[config.mk]
export PLATFORM = sky130hd
export DESIGN_NAME = demux_1to4_reg
export DESIGN_NICKNAME = d
export VERILOG_FILES = /design/src/rtl/demux_1to4_reg.sv
export SDC_FILE = /design/constraint.sdc
export NUM_CORES = 1
export LEC_CHECK = 0
export CAP_MARGIN = 0
export CORE_AREA = 3 3 40 42
export DETAILED_ROUTE_END_ITERATION = 8
export DIE_AREA = 0 0 43 45
export PLACE_DENSITY = 0.69
export SYNTH_ARGS = -nofsm -noshare
export SYNTH_HDL_FRONTEND = slang
export SYNTH_SLANG_ARGS = --single-unit
[constraint.sdc]
create_clock -name clk -period 1.35 [get_ports clk]
set_clock_uncertainty 0.15 [all_clocks]
set_input_delay 0.405 -clock clk [delete_from_list [all_inputs] [get_ports clk]]
set_output_delay 0.405 -clock clk [all_outputs]
set_load 0.05 [all_outputs]
[src/rtl/demux_1to4_reg.sv]
// Registered 1-to-4 demultiplexer with per-lane valid flags and a frame-complete pulse.
// Optional auto-sequencing lane pointer enabled by defining DEMUX_AUTO_SEQ_EN.
module demux_1to4_reg (
  input  logic       clk,
  input  logic       rst,
  input  logic       in,
  input  logic [1:0] select,
  input  logic       load,
  input  logic       clear,
  input  logic       auto_en,
  output logic [3:0] out,
  output logic [3:0] out_valid,
  output logic       frame_done,
  output logic [1:0] ptr
);

  logic [1:0] lane;
  logic [3:0] lane_mask;
  logic [3:0] valid_next;

`ifdef DEMUX_AUTO_SEQ_EN
  logic [1:0] ptr_q;

  always_ff @(posedge clk) begin
    if (rst || clear)
      ptr_q <= 2'b00;
    else if (load && auto_en)
      ptr_q <= ptr_q + 2'd1;
  end

  assign ptr  = ptr_q;
  assign lane = auto_en ? ptr_q : select;
`else
  logic unused_auto_en;

  assign unused_auto_en = auto_en;
  assign ptr            = 2'b00;
  assign lane           = select;
`endif

  always_comb begin
    lane_mask       = '0;
    lane_mask[lane] = 1'b1;
  end

  assign valid_next = load ? (out_valid | lane_mask) : out_valid;

  always_ff @(posedge clk) begin
    if (rst || clear) begin
      out        <= '0;
      out_valid  <= '0;
      frame_done <= 1'b0;
    end else begin
      if (load) begin
        out[lane]       <= in;
        out_valid[lane] <= 1'b1;
      end
      // Pulse only on the not-all-ones -> all-ones transition, so reloads of a full frame stay quiet.
      frame_done <= (out_valid != 4'b1111) && (valid_next == 4'b1111);
    end
  end

endmodule

==> flow_metrics.tcl <==
set metrics [dict create \
    cts_num_sinks 9 \
    postSynth.asyncResetShare 0 \
    die_width_um 43 \
    synth_sequential_area_ratio 0.472 \
    placed_cell_area_um2 661 \
    path_cells "buf_12" \
    internal_power_w 0.000429 \
    outcome "complete, no violations" \
    num_antenna_cells 0 \
    syn-cell-area_um2 382 \
    finalHoldViolCount 0 \
    number_of_buffers_and_inverters_on_the_critical_path 1 \
    critPathCaptureType "output port" \
    most_instantiated_flip_flop_cell_in_the_synthesis_netlist "sky130_fd_sc_hd__dfxtp_1" \
    arrival_ps 770 \
    number_of_library_cell_types_mapped_by_synthesis 19 \
    worst_setup_hold_path_clk_slew_ps 60 \
    grt_antenna_before_repair 0 \
    detailedPlacementHpwl_um 654 \
    netSwitchingPower_w 0.000144 \
    synth-edff-count 0 \
    dr.first_iter.drc_count 4 \
    grt_overflow_total 0 \
    p_comb_frac 0.181 \
    min_delay_path_depth 2 \
    routed_wl_um 836 \
    path_depth 1 \
    worst_path_largest_cell_delay_ps 380 \
    postLayoutCellArea_um2 711 \
    yosys_warnings 0 \
    cts_tree "yes" \
    place_congestion 0.736 \
    initial_utilization 0.297 \
    finalWorstSetupSlack_ps 28.8 \
    setup.worst_path.start_class "flip-flop" \
    dieArea_mm2 0.00194 \
    design.final.nets 72 \
    ys_top_cells_by_count "sky130_fd_sc_hd__dfxtp_1 (9), sky130_fd_sc_hd__nor2_1 (8), sky130_fd_sc_hd__mux2i_1 (3), sky130_fd_sc_hd__nand3_1 (3)" \
    max_clock_freq_mhz 757 \
    timing.final.crit_share 0.979 \
    grt_pass1_vias 360 \
    most_frequently_used_cell_type_in_the_post_synthesis_netlist "sky130_fd_sc_hd__dfxtp_1" \
    floorplan.die.height_um 45 \
    cpMaxStageDelayCell "sky130_fd_sc_hd__dfxtp_4" \
    drive_above_1_share 0.508 \
    cts_made_buffers 3 \
    clock-root-buffer "sky130_fd_sc_hd__clkbuf_4" \
    vdd.ir_drop.worst_mv 0.620 \
    drt-wirelength-per-cell_um 10.7 \
    setup.worst_path.class "flip-flop to output port" \
    global_route.usage.total 0.104 \
    rows 13 \
    grt_start_max_net_pins 9 \
    ys_seq_elements 9 \
    seq_area_um2 195 \
    ant_nets 0 \
    final.setup.tns_ps 0 \
    post_synth_inst_count 42 \
    r2r_start "out_valid[2]" \
    grt_setup_unrepaired "yes" \
    via_count 355 \
    seq_power_share 0.478 \
    drt_first_pass_iters 2 \
    cts-htree-levels 1 \
    reg2reg_depth 3 \
    pwr_density_cell_mw_per_mm2 806 \
    clk-insertion-delay-late_ps 250 \
    post_synth_main_area_contributors "sky130_fd_sc_hd__dfxtp_1 (47%), sky130_fd_sc_hd__mux2i_1 (7.9%), sky130_fd_sc_hd__nor2_1 (7.9%)" \
    worst_setup_slack_before_clock_tree_synthesis_ps -511 \
    drv_slew 0 \
    remaining_drc_errors 0 \
    route.detailed.vias_per_inst 4.55 \
    critical_path.top_delay_family "flip-flops" \
    hp-class "flip-flop to flip-flop" \
    core_mm2 0.00128 \
    pin_count 19 \
    synthDominantCellAreaShare 0.472 \
    cellLeakagePower_nw 0.275 \
    nFillCells 120 \
    post_synth.cell_area_avg_um2 9.09 \
    finalWorstPathRequiredPeriod_ps 1320 \
    synthDominantAreaCellType "sky130_fd_sc_hd__dfxtp_1" \
    sw_frac_of_total 0.251 \
    clk_path_buf_depth 2 \
    grt_first_pass_wirelength_mm 1.50 \
    drv.max_cap_violation_count 0 \
    syn_to_final_growth_pct 86.2 \
    total_area_of_multi_input_combinational_cells_um2 208 \
    port_buffers 15 \
    worstHoldStart "out[2]" \
    maximum_fanout_along_the_worst_path 5 \
    cp.required_ps 800 \
    final_core_util 0.553 \
    pwr-share-clk 0.340 \
    timing.critical_path.from "out_valid[0]" \
    report.final.setup_viol 0 \
]
layer usage:
metal | up-vias | GRT usage | share of wire
li1 | 181 | - | -
met1 | 159 | 0.121 | 0.42
met2 | 15 | 0.180 | 0.48
met3 | 0 | 0.0359 | 0.094
met4 | 0 | 0.0361 | 0
met5 | - | 0 | 0
logic make-up (layout without fill, tap and decap cells):
kind of cell,count (synthesis),after routing,share of synthesized area
multiplexers,3,3,0.0787
flip-flops,9,9,0.472
buffers and inverters,4,24,0.0590
AO/OA/AOI/OAI,5,5,0.0951
AND/OR/NAND/NOR,20,20,0.285
other,1,2,0.00983
state kept, by name, summed over array words and instances (netlist names):
register and cells:
out 4, frame_done 1, out_valid 4
final timing paths:
path	endpoint	slack, ps
worst max-delay path	out_valid[0]	30
worst min-delay path	out[2]	330
worst max register to register	frame_done	150
worst min register to register	out[2]	330
final cells by class:
cell class | instances | area share
Clock buffer | 4 | 0.0370
Inverter | 1 | 0.00528
Multi-Input combinational cell | 30 | 0.292
Sequential cell | 9 | 0.275
Tap cell | 15 | 0.0264
Timing Repair Buffer | 19 | 0.364
power groups by stage:
stage / Combinational, W / Clock (W) / Sequential (W)
floorplan: 0.0000391 / 0 / 0.000293
global placement: 0.000102 / 0 / 0.000281
detailed placement: 0.000102 / 0 / 0.000281
CTS: 0.000101 / 0.000206 / 0.000274
global route: 0.000112 / 0.000220 / 0.000274
finish: 0.000104 / 0.000195 / 0.000274
cell usage in the layout, fill, tap and decap left out, types with 2 or more instances in the layout:
cell / count
sky130_fd_sc_hd__a21oi_1: 2
sky130_fd_sc_hd__clkbuf_2: 2
sky130_fd_sc_hd__nand3_1: 3
sky130_fd_sc_hd__dfxtp_4: 2
sky130_fd_sc_hd__mux2i_1: 3
sky130_fd_sc_hd__buf_12: 9
sky130_fd_sc_hd__nor3b_2: 2
sky130_fd_sc_hd__clkbuf_4: 3
sky130_fd_sc_hd__clkdlybuf4s50_1: 3
sky130_fd_sc_hd__nand2_1: 2
sky130_fd_sc_hd__nor2_1: 8
sky130_fd_sc_hd__conb_1: 2
sky130_fd_sc_hd__buf_4: 4
sky130_fd_sc_hd__dfxtp_2: 6
stage by stage:
stage | std cells | hold slack, ps | power (W)
5_1_grt | 78 | 345 | 0.000606
3_3_place_gp | 74 | 333 | 0.000382
6_report | 78 | 332 | 0.000573
4_1_cts | 78 | 351 | 0.000581
2_1_floorplan | 43 | 391 | 0.000332
3_5_place_dp | 74 | 341 | 0.000383
what timing repair did:
action,4_1_cts,5_1_grt
endpoints found under the setup margin,10,7
hold buffers,0,0
pin swaps,1,1
gates resized for setup,9,9
setup buffers,0,0
Power figures use the tool's default switching activity.
